===== config.mk =====
export PLATFORM = sky130hd
export DESIGN_NAME = nibble_serial_subtractor_flat
export DESIGN_NICKNAME = d
export VERILOG_FILES = /design/src/rtl/nibble_serial_subtractor_if.sv /design/src/rtl/nibble_serial_subtractor.sv /design/src/flat_wrapper.sv
export SDC_FILE = /design/constraint.sdc
export NUM_CORES = 1
export LEC_CHECK = 0
export CAP_MARGIN = 20
export CORE_MARGIN = 2
export CORE_UTILIZATION = 40
export CTS_BUF_LIST = sky130_fd_sc_hd__clkbuf_4 sky130_fd_sc_hd__clkbuf_8
export CTS_CLUSTER_DIAMETER = 120
export CTS_CLUSTER_SIZE = 14
export DETAILED_ROUTE_END_ITERATION = 6
export PLACE_DENSITY = 0.65
export SYNTH_ARGS = -nofsm -noshare
export SYNTH_HDL_FRONTEND = slang
export SYNTH_SLANG_ARGS = --single-unit

===== constraint.sdc =====
create_clock -name clk -period 2.71 [get_ports clk]
set_input_delay 0.271 -clock clk [delete_from_list [all_inputs] [get_ports clk]]
set_output_delay 0.271 -clock clk [all_outputs]
set_load 0.02 [all_outputs]

===== src/rtl/nibble_serial_subtractor_if.sv =====
// Operand/result handshake bundle for nibble_serial_subtractor.
// Define SUB_OVERFLOW_EN to add the OVF signal.
interface nibble_serial_subtractor_if #(
    parameter int WIDTH = 16
);
    logic             in_valid;
    logic             in_ready;
    logic [WIDTH-1:0] A;
    logic [WIDTH-1:0] B;
    logic             Bin;
    logic             out_valid;
    logic             out_ready;
    logic [WIDTH-1:0] Diff;
    logic             Bout;
`ifdef SUB_OVERFLOW_EN
    logic             OVF;
`endif

    modport slave (
        input  in_valid, A, B, Bin, out_ready,
`ifdef SUB_OVERFLOW_EN
        output OVF,
`endif
        output in_ready, out_valid, Diff, Bout
    );

    modport master (
        output in_valid, A, B, Bin, out_ready,
`ifdef SUB_OVERFLOW_EN
        input  OVF,
`endif
        input  in_ready, out_valid, Diff, Bout
    );
endinterface


===== src/rtl/nibble_serial_subtractor.sv =====
// Serial subtractor: A - B - Bin one nibble per cycle, LSB nibble first.
// Define SUB_OVERFLOW_EN to add the two's-complement OVF output.
module nibble_serial_subtractor #(
    parameter int WIDTH = 16
) (
    input logic                       clk,
    input logic                       rst,
    nibble_serial_subtractor_if.slave sub
);
    localparam int NIB  = WIDTH / 4;
    localparam int IDXW = (NIB > 1) ? $clog2(NIB) : 1;
    localparam logic [IDXW-1:0] LAST = IDXW'(NIB - 1);

    localparam logic [1:0] IDLE = 2'd0;
    localparam logic [1:0] BUSY = 2'd1;
    localparam logic [1:0] DONE = 2'd2;

    logic [1:0]       state_q, state_d;
    logic [WIDTH-1:0] a_q, a_d;
    logic [WIDTH-1:0] b_q, b_d;
    logic [WIDTH-1:0] diff_q, diff_d;
    logic [IDXW-1:0]  idx_q, idx_d;
    logic             borrow_q, borrow_d;
    logic             bout_q, bout_d;

    logic [IDXW+1:0]  base;
    logic [3:0]       na, nb, g, p, nd;
    logic [4:0]       bw;

    assign base = {idx_q, 2'b00};
    assign na   = a_q[base +: 4];
    assign nb   = b_q[base +: 4];
    assign g    = ~na & nb;
    assign p    = ~(na ^ nb);

    // Each nibble borrow is flattened from the registered borrow, not rippled
    always_comb begin
        bw[0] = borrow_q;
        bw[1] = g[0] | (p[0] & borrow_q);
        bw[2] = g[1] | (p[1] & g[0]) | (p[1] & p[0] & borrow_q);
        bw[3] = g[2] | (p[2] & g[1]) | (p[2] & p[1] & g[0])
              | (p[2] & p[1] & p[0] & borrow_q);
        bw[4] = g[3] | (p[3] & g[2]) | (p[3] & p[2] & g[1])
              | (p[3] & p[2] & p[1] & g[0])
              | (p[3] & p[2] & p[1] & p[0] & borrow_q);
        nd    = na ^ nb ^ bw[3:0];
    end

    always_comb begin
        state_d  = state_q;
        a_d      = a_q;
        b_d      = b_q;
        diff_d   = diff_q;
        idx_d    = idx_q;
        borrow_d = borrow_q;
        bout_d   = bout_q;
        case (state_q)
            IDLE: begin
                if (sub.in_valid) begin
                    a_d      = sub.A;
                    b_d      = sub.B;
                    borrow_d = sub.Bin;
                    idx_d    = '0;
                    diff_d   = '0;
                    state_d  = BUSY;
                end
            end
            BUSY: begin
                diff_d[base +: 4] = nd;
                borrow_d          = bw[4];
                idx_d             = idx_q + 1'b1;
                if (idx_q == LAST) begin
                    bout_d  = bw[4];
                    idx_d   = '0;
                    state_d = DONE;
                end
            end
            DONE: begin
                if (sub.out_ready) begin
                    state_d = IDLE;
                end
            end
            default: state_d = IDLE;
        endcase
    end

    always_ff @(posedge clk or posedge rst) begin
        if (rst) begin
            state_q  <= IDLE;
            a_q      <= '0;
            b_q      <= '0;
            diff_q   <= '0;
            idx_q    <= '0;
            borrow_q <= 1'b0;
            bout_q   <= 1'b0;
        end else begin
            state_q  <= state_d;
            a_q      <= a_d;
            b_q      <= b_d;
            diff_q   <= diff_d;
            idx_q    <= idx_d;
            borrow_q <= borrow_d;
            bout_q   <= bout_d;
        end
    end

    assign sub.in_ready  = (state_q == IDLE);
    assign sub.out_valid = (state_q == DONE);
    assign sub.Diff      = diff_q;
    assign sub.Bout      = bout_q;

`ifdef SUB_OVERFLOW_EN
    // Operands stay latched through DONE, so OVF holds with Diff
    assign sub.OVF = (a_q[WIDTH-1] != b_q[WIDTH-1]) && (diff_q[WIDTH-1] != a_q[WIDTH-1]);
`endif
endmodule

===== src/flat_wrapper.sv =====
// flat-port wrapper written by rule: the top's interface ports become plain ports
module nibble_serial_subtractor_flat 
#(
    parameter int WIDTH = 16
)
  (clk, rst, sub_in_valid, sub_A, sub_B, sub_Bin, sub_out_ready, sub_in_ready, sub_out_valid, sub_Diff, sub_Bout);
  nibble_serial_subtractor_if #(.WIDTH(WIDTH)) sub_i ();
  input logic clk;
  input logic rst;
  input wire logic [$bits(sub_i.in_valid)-1:0] sub_in_valid;
  input wire logic [$bits(sub_i.A)-1:0] sub_A;
  input wire logic [$bits(sub_i.B)-1:0] sub_B;
  input wire logic [$bits(sub_i.Bin)-1:0] sub_Bin;
  input wire logic [$bits(sub_i.out_ready)-1:0] sub_out_ready;
  output wire logic [$bits(sub_i.in_ready)-1:0] sub_in_ready;
  output wire logic [$bits(sub_i.out_valid)-1:0] sub_out_valid;
  output wire logic [$bits(sub_i.Diff)-1:0] sub_Diff;
  output wire logic [$bits(sub_i.Bout)-1:0] sub_Bout;
  assign sub_i.in_valid = sub_in_valid;
  assign sub_i.A = sub_A;
  assign sub_i.B = sub_B;
  assign sub_i.Bin = sub_Bin;
  assign sub_i.out_ready = sub_out_ready;
  assign sub_in_ready = sub_i.in_ready;
  assign sub_out_valid = sub_i.out_valid;
  assign sub_Diff = sub_i.Diff;
  assign sub_Bout = sub_i.Bout;
  nibble_serial_subtractor #(.WIDTH(WIDTH)) u_core (.clk(clk), .rst(rst), .sub(sub_i));
endmodule

==> reports/summary.log, run 1 <==
INFO  cells_and_area fill_cells=620
INFO  setup_path     rrSetupSlack=320ps
INFO  synth          register_area_share_after_synthesis=0.512
INFO  grt            antenna_found_initial=0
INFO  timing         slew_at_the_pin_closest_to_its_max_slew_limit=603ps
INFO  floorplanning  initial_utilization=0.414
INFO  setup_path     startpoint_types=flop
INFO  setup_path     required=2960ps
INFO  synth          netlist_instances=267
INFO  synth          synth-main-ff-cell=sky130_fd_sc_hd__dfrtp_1
INFO  place          dpl.hpwl=3870um
INFO  grt            first_pass_grt_wire_length=9060um
INFO  timing         slew_headroom=0.596
INFO  status         run_status=finished, final reports clean
INFO  min_path       hold_path.class=input pin to asynchronous set/reset pin
INFO  routing        post-route-drc-count=0
INFO  grt            grt_start_max_net_pins=35
INFO  routing        antenna_violating_nets_post_route=0
INFO  run            timing.max_cap.violations=0
INFO  cts            h-tree-depth=2
INFO  pwr            ir_worst_vdd=0.000829V
INFO  cts            cts_hold_repair.buffers=0
INFO  setup_path     crit_type=flop to flop
INFO  cells_and_area number_of_nets_in_the_layout=367
INFO  place          replace_congestion=0.795
INFO  cts            clk_path_buf_depth=2
INFO  routing        routed_via_count=1950
INFO  cts            worst_skew_pair.late_latency=310ps
INFO  synth          synth_area_per_cell=9.89um2
INFO  cts            cts.sink_count=54
INFO  setup_path     worst_endpoint_data_arrival_time=2640ps
INFO  setup_path     worstReg2RegStart=u_core.idx_q[0]$_DFFE_PP0P_
INFO  timing         finalSetupViolations=0
INFO  routing        detail_route.wirelength=5270um
INFO  synth          mappedNetlistArea=2640um2
INFO  timing         hold_viol_final=0
INFO  routing        drt_pass1_iterations=4
INFO  synth          yosysWarnings=0
INFO  synth          netlist-cell-type-count=37
INFO  setup_path     endpoint_kind=flop
INFO  cells_and_area syn2layout_area_growth=26.5%
INFO  timing         timing.final.ws_setup=323ps
INFO  timing         clock.fmax=419MHz
INFO  timing         maxSlewViolCount=0
INFO  synth          ys_seq_elements=54
INFO  place          worst_slack_after_detailed_placement=330ps
INFO  setup_path     critical_path_peak_fanout=18
INFO  pwr            leakage_power_of_the_design=1.60nW
INFO  cells_and_area postLayoutCoreUtil=0.523
INFO  grt            global_route_congestion_overflow_total=0
INFO  cts            cts-resized-gates=0
INFO  setup_path     worst_r2r_endpoint=u_core.sub.Diff[11]$_DFFE_PP0P_
INFO  cells_and_area antennaDiodeCount=0
INFO  synth          synth_async_sr_flop_share=1.00
INFO  grt            via_count_of_the_first_global_routing_pass=1994
INFO  floorplanning  die_h=85.3um
INFO  place          portBuffers=55
INFO  cells_and_area post_layout_nonfiller_instances=398
INFO  floorplanning  std_cell_rows=29
INFO  pwr            power.total=0.00435W
INFO  timing         final.period_utilization=0.881
INFO  routing        drt_iter0_drc=93
INFO  timing         period_needed=2390ps
INFO  cts            tritoncts=yes
INFO  floorplanning  chipWidth=85.3um
INFO  cts            cts-buffers-inserted=5
INFO  routing        wl_per_cell=13.2um
INFO  synth          synth-edff-count=0
INFO  cts            cts_setup_buffers=0
INFO  floorplanning  io_pins=56
INFO  cts            worst_setup_hold_path_clk_slew=100ps
INFO  setup_path     r2r_cells=8
INFO  grt            grt.total_usage=0.156
INFO  cts            cts_root_buf=sky130_fd_sc_hd__clkbuf_8
INFO  routing        route.detailed.vias_per_inst=4.90
INFO  pwr            power-per-cell-area=1300nW/um2
INFO  timing         clock-skew-final=13.6ps
INFO  floorplanning  die_area=7270um2
INFO  floorplanning  floorplan.core_area=6390um2
INFO  place          dp.cells=391
INFO  synth          synth.net_count=313
INFO  timing         rsz0062_at_grt=false
INFO  cells_and_area layout-drive-gt1-share=0.0997
INFO  timing         final.setup.tns=0ps
==> per-layer routing <==
layer | track usage | part of all wire | wire length (um)
met5 | 0 | 0 | 0
met4 | 0.0404 | 0.0093 | 49
met3 | 0.0340 | 0.043 | 227
met2 | 0.267 | 0.49 | 2560
met1 | 0.201 | 0.46 | 2430
==> area by class of cell <==
class,count,area [um2],area share
inverters,10,37.5,0.0112
flip-flops and latches,54,1350,0.404
multi-input cells,192,1160,0.346
well taps,77,96.3,0.0288
clock buffers,6,82.6,0.0247
clock inverters,1,30.0,0.00899
repair buffers,58,586,0.175
==> where the power goes <==
part / total, W / internal, W / switching (W) / leakage (nW)
clock: 0.000549 / 0.000296 / 0.000253 / 0.0573
sequential: 0.00142 / 0.00116 / 0.000259 / 0.692
combinational: 0.00238 / 0.00106 / 0.00133 / 0.856
==> placed cells by master (no fill, tap or decap), drive strengths merged, types with 2 or more instances in the layout <==
master	n
nor2	6
buf	3
a22o	3
o21ai	16
a211oi	2
o31ai	2
and3	2
inv	10
a21o	6
nand3	3
mux4	8
nand2	120
clkbuf	6
dfrtp	54
nand4	2
ha	8
nand2b	3
clkdlybuf4s50	55
==> through the flow <==
stage | instance area (um2) | hold WS [ps]
final | 3340 | 322
after global routing | 3340 | 367
after CTS | 3340 | 348
after detailed placement | 3230 | 461
after global placement | 3230 | 455
after floorplan | 2640 | 363
==> synth_stat cells, drive strengths merged, types with 2 or more instances <==
| master | instances | area, um2 |
|---|---|---|
| nand4 | 2 | 12.5 |
| nand3 | 3 | 15.0 |
| o21ai | 16 | 80.1 |
| inv | 10 | 37.5 |
| dfrtp | 54 | 1350 |
| and3 | 2 | 13.8 |
| nand2b | 3 | 33.8 |
| nand2 | 120 | 453 |
| mux4 | 8 | 180 |
| o31ai | 2 | 15.0 |
| buf | 11 | 95.1 |
| a21o | 6 | 46.3 |
| nor2 | 6 | 27.5 |
| a211oi | 2 | 20.0 |
| ha | 8 | 100 |
| a22o | 3 | 26.3 |
==> worst max-delay path by stage <==
stage,slack (ps),cells after the start,start,end
CTS,290,8,u_core.idx_q[0]$_DFFE_PP0P_,u_core.sub.Diff[11]$_DFFE_PP0P_
floorplan,410,8,u_core.idx_q[0]$_DFFE_PP0P_,u_core.sub.Diff[11]$_DFFE_PP0P_
global route,120,8,u_core.idx_q[0]$_DFFE_PP0P_,u_core.sub.Diff[11]$_DFFE_PP0P_
finish,320,8,u_core.idx_q[0]$_DFFE_PP0P_,u_core.sub.Diff[11]$_DFFE_PP0P_
global placement,400,8,u_core.idx_q[0]$_DFFE_PP0P_,u_core.sub.Diff[11]$_DFFE_PP0P_
detailed placement,330,8,u_core.idx_q[0]$_DFFE_PP0P_,u_core.sub.Diff[11]$_DFFE_PP0P_
==> cells by family after synthesis <==
logic type,synth area share
XOR/XNOR,0.00332
multiplexers,0.0682
adder cells (fa/ha/maj),0.0455
AND/OR/NAND/NOR,0.228
flip-flops,0.512
AO/OA/AOI/OAI,0.0928
buffers and inverters,0.0502
==> state kept, by name (all words and copies together) (netlist names) <==
| name | cells |
|---|---|
| u_core.a_q | 16 |
| u_core.b_q | 16 |
| u_core.sub.Diff | 16 |
| u_core.idx_q | 2 |
| u_core.state_q | 2 |
| u_core.borrow_q | 1 |
| u_core.sub.Bout | 1 |
==> worst max-delay path, stage by stage, from the launching register on <==
cell and delay (ps):
sky130_fd_sc_hd__dfrtp_1 340, sky130_fd_sc_hd__buf_4 260, sky130_fd_sc_hd__mux4_2 530, sky130_fd_sc_hd__inv_1 110, sky130_fd_sc_hd__ha_1 260, sky130_fd_sc_hd__a211oi_2 190
sky130_fd_sc_hd__nor2_1 110, sky130_fd_sc_hd__o311ai_4 300, sky130_fd_sc_hd__a32o_2 220
Power figures use the tool's default switching activity.
==> run 2: changes to the inputs <==
--- a/config.mk
+++ b/config.mk
@@ -5,7 +5,7 @@
 export SDC_FILE = /design/constraint.sdc
 export NUM_CORES = 1
 export LEC_CHECK = 0
-export CAP_MARGIN = 20
+export ABC_AREA = 1
 export CORE_MARGIN = 2
 export CORE_UTILIZATION = 40
 export CTS_BUF_LIST = sky130_fd_sc_hd__clkbuf_4 sky130_fd_sc_hd__clkbuf_8
==> reports/summary.log, run 2 <==
INFO  cts            cts_setup_buffers=0
INFO  grt            antenna_found_initial=0
INFO  place          replace_congestion=0.843
INFO  grt            first_pass_grt_wire_length=9390um
INFO  routing        post-route-drc-count=0
INFO  place          portBuffers=55
INFO  grt            grt.total_usage=0.161
INFO  setup_path     worstReg2RegStart=u_core.idx_q[1]$_DFFE_PP0P_
INFO  timing         timing.final.ws_setup=344ps
INFO  pwr            power_frac_seq=0.324
INFO  grt            grt_util_met1=0.223
INFO  cts            cts_hold_repair.buffers=0
INFO  pwr            power-per-cell-area=1290nW/um2
INFO  setup_path     crit_start=u_core.idx_q[1]$_DFFE_PP0P_
INFO  pwr            swShare=0.436
INFO  min_path       hold_path.class=input pin to asynchronous set/reset pin
INFO  synth          synth_async_sr_flop_share=1.00
INFO  timing         slew_headroom=0.564
INFO  cells_and_area number_of_nets_in_the_layout=370
INFO  pwr            leakage_power_of_the_design=1.63nW
INFO  floorplanning  die_h=86.2um
INFO  cts            tritoncts=yes
INFO  place          worst_slack_after_detailed_placement=326ps
INFO  floorplanning  die_area=7430um2
INFO  cells_and_area syn2layout_area_growth=26.5%
INFO  cts            worst_skew_pair.late_latency=310ps
INFO  synth          synth_largest_type_area_fraction=0.500
INFO  status         run_status=finished, final reports clean
INFO  floorplanning  chipWidth=86.2um
INFO  pwr            power.total=0.00440W
INFO  cts            cts_root_buf=sky130_fd_sc_hd__clkbuf_8
INFO  setup_path     worst_endpoint_data_arrival_time=2560ps
INFO  timing         slew_at_the_pin_closest_to_its_max_slew_limit=654ps
INFO  routing        route.detailed.vias_per_inst=5.00
INFO  grt            global_route_congestion_overflow_total=0
INFO  grt            via_count_of_the_first_global_routing_pass=1981
INFO  place          dpl_cell_area=3320um2
INFO  timing         clock-skew-final=6.61ps
INFO  synth          synth_most_common_cell=sky130_fd_sc_hd__dfrtp_1
INFO  routing        drt_pass1_iterations=4
INFO  synth          synth.net_count=312
INFO  setup_path     rrSetupSlack=340ps
INFO  cts            cts.sink_count=54
INFO  cts            cts-resized-gates=0
INFO  cts            worst_setup_hold_path_clk_slew=90ps
INFO  cts            clk_path_buf_depth=2
INFO  pwr            internal_power=0.00248W
INFO  synth          synth_top_cells_by_area=sky130_fd_sc_hd__dfrtp_1 (50%), sky130_fd_sc_hd__mux2_4 (13%), sky130_fd_sc_hd__nand2_1 (6.9%), sky130_fd_sc_hd__o21ai_0 (4.3%), sky130_fd_sc_hd__ha_1 (3.7%)
INFO  cts            h-tree-depth=2
INFO  cells_and_area antennaDiodeCount=0
INFO  cells_and_area fin_area=3420um2
INFO  timing         final.setup.tns=0ps
INFO  routing        antenna_violating_nets_post_route=0
INFO  pwr            ir_worst_vdd=0.000491V
INFO  pwr            power_frac_clock=0.106
INFO  pwr            power.net_switching=0.00192W
INFO  timing         rsz0062_at_grt=false
INFO  setup_path     critical_path_peak_fanout=11
INFO  setup_path     endpoint_kind=flop
INFO  synth          yosysWarnings=0
INFO  cells_and_area fill_cells=605
INFO  timing         hold_viol_final=0
INFO  setup_path     crit_type=flop to flop
INFO  synth          netlist_instances=266
INFO  timing         final.period_utilization=0.873
INFO  routing        detail_route.wirelength=5540um
INFO  timing         maxSlewViolCount=0
INFO  floorplanning  floorplan.core_area=6460um2
INFO  grt            use_met2=0.253
INFO  timing         finalSetupViolations=0
INFO  synth          synth-main-ff-cell=sky130_fd_sc_hd__dfrtp_1
INFO  setup_path     required=2910ps
INFO  grt            grt_most_used_layer=met2
INFO  cells_and_area layout-drive-gt1-share=0.157
INFO  setup_path     startpoint_types=flop
INFO  routing        wl_per_cell=13.8um
INFO  place          dpl.hpwl=4150um
INFO  setup_path     r2r_cells=12
INFO  routing        drt_iter0_drc=115
INFO  synth          ys_seq_elements=54
INFO  floorplanning  io_pins=56
INFO  timing         period_needed=2370ps
INFO  synth          netlist-cell-type-count=28
INFO  synth          mappedNetlistArea=2700um2
INFO  floorplanning  std_cell_rows=29
INFO  floorplanning  initial_utilization=0.419
INFO  grt            global_route.usage.met3=0.0352
INFO  cts            cts-buffers-inserted=5
INFO  synth          synth_area_per_cell=10.2um2
INFO  synth          yosys.area.top_type=sky130_fd_sc_hd__dfrtp_1
INFO  run            timing.max_cap.violations=0
INFO  cells_and_area layout.cells.most_common=sky130_fd_sc_hd__clkdlybuf4s50_1
INFO  pwr            combPwrFrac=0.570
INFO  cells_and_area final_cell_mix=sky130_fd_sc_hd__clkdlybuf4s50_1 (55), sky130_fd_sc_hd__dfrtp_1 (54), sky130_fd_sc_hd__nand2_1 (50)
INFO  grt            grt_start_max_net_pins=46
INFO  setup_path     worst_r2r_endpoint=u_core.sub.Diff[7]$_DFFE_PP0P_
INFO  synth          register_area_share_after_synthesis=0.500
INFO  routing        routed_via_count=2011
INFO  synth          synthTopCellsByCount=sky130_fd_sc_hd__dfrtp_1 (54), sky130_fd_sc_hd__nand2_1 (50), sky130_fd_sc_hd__nor2_1 (26)
INFO  timing         clock.fmax=423MHz
INFO  synth          synth-edff-count=0
## run 2: changes by cell type in the layout (fill, tap and decap cells not counted), sizes merged, moves of 6 or more
cell   before  now
inv        10   21
mux2        0   28
o21ai      16   28
nor2        6   29
a21o        6    0
nand2     120   54
mux4        8    0
a21oi       1    8
## run 2: worst max-delay path by stage
| stage | endpoint | slack [ps] |
|---|---|---|
| 5_1_grt | u_core.sub.Diff[7]$_DFFE_PP0P_ | 30 |
| 3_3_place_gp | u_core.sub.Diff[7]$_DFFE_PP0P_ | 390 |
| 3_5_place_dp | u_core.sub.Diff[7]$_DFFE_PP0P_ | 330 |
| 4_1_cts | u_core.sub.Diff[7]$_DFFE_PP0P_ | 300 |
| 2_1_floorplan | u_core.sub.Diff[11]$_DFFE_PP0P_ | 740 |
| 6_report | u_core.sub.Diff[7]$_DFFE_PP0P_ | 340 |
## run 2: critical path, cell delays in order, from the launching register on
cell and delay [ps]:
sky130_fd_sc_hd__dfrtp_1 560, sky130_fd_sc_hd__clkinv_1 360, sky130_fd_sc_hd__o21ai_0 170, sky130_fd_sc_hd__o22ai_1 90
sky130_fd_sc_hd__ha_1 340, sky130_fd_sc_hd__nand2_1 90, sky130_fd_sc_hd__nand2_1 50, sky130_fd_sc_hd__nor2_1 140
sky130_fd_sc_hd__nand2_1 70, sky130_fd_sc_hd__nand2_1 70, sky130_fd_sc_hd__nand2_1 140, sky130_fd_sc_hd__nand4_1 110
sky130_fd_sc_hd__nand2_1 60
## run 2: power by group through the flow
| stage | combinational, W | clock [W] | sequential [W] |
|---|---|---|---|
| floorplan | 0.00180 | 0 | 0.00145 |
| global placement | 0.00246 | 0 | 0.00143 |
| detailed placement | 0.00251 | 0 | 0.00144 |
| CTS | 0.00252 | 0.000485 | 0.00143 |
| global route | 0.00281 | 0.000512 | 0.00147 |
| finish | 0.00251 | 0.000467 | 0.00142 |
## run 2: cell families (layout without fill, tap and decap cells)
logic type | Yosys count | after routing | synth area share
adder cells (fa/ha/maj) | 9 | 9 | 0.0444
AND/OR/NAND/NOR | 99 | 99 | 0.162
flip-flops | 54 | 54 | 0.500
XOR/XNOR | 1 | 1 | 0.00324
multiplexers | 28 | 28 | 0.150
buffers and inverters | 31 | 90 | 0.0532
AO/OA/AOI/OAI | 44 | 44 | 0.0870
## run 2: cell type report
class | count | area, um2 | area share
sequential | 54 | 1350 | 0.395
timing repair buffer | 59 | 581 | 0.170
clock buffer | 7 | 90.1 | 0.0263
tap | 77 | 96.3 | 0.0282
inverter | 23 | 87.6 | 0.0256
multi-input combinational | 181 | 1210 | 0.353
clock inverter | 1 | 5.00 | 0.00146
## run 2: metal layers
layer / routed length, um / vias up
met5: 0 / -
met1: 2640 / 947
li1: - / 1002
met3: 271 / 8
met4: 92 / 0
met2: 2540 / 54
## run 2: through the flow
| stage | hold WS (ps) | instances | utilization |
|---|---|---|---|
| 2_1_floorplan | 368 | 266 | - |
| 3_3_place_gp | 471 | 394 | 0.515 |
| 3_5_place_dp | 474 | 394 | 0.515 |
| 4_1_cts | 237 | 402 | 0.529 |
| 5_1_grt | 265 | 402 | 0.529 |
| 6_report | 220 | 402 | 0.529 |
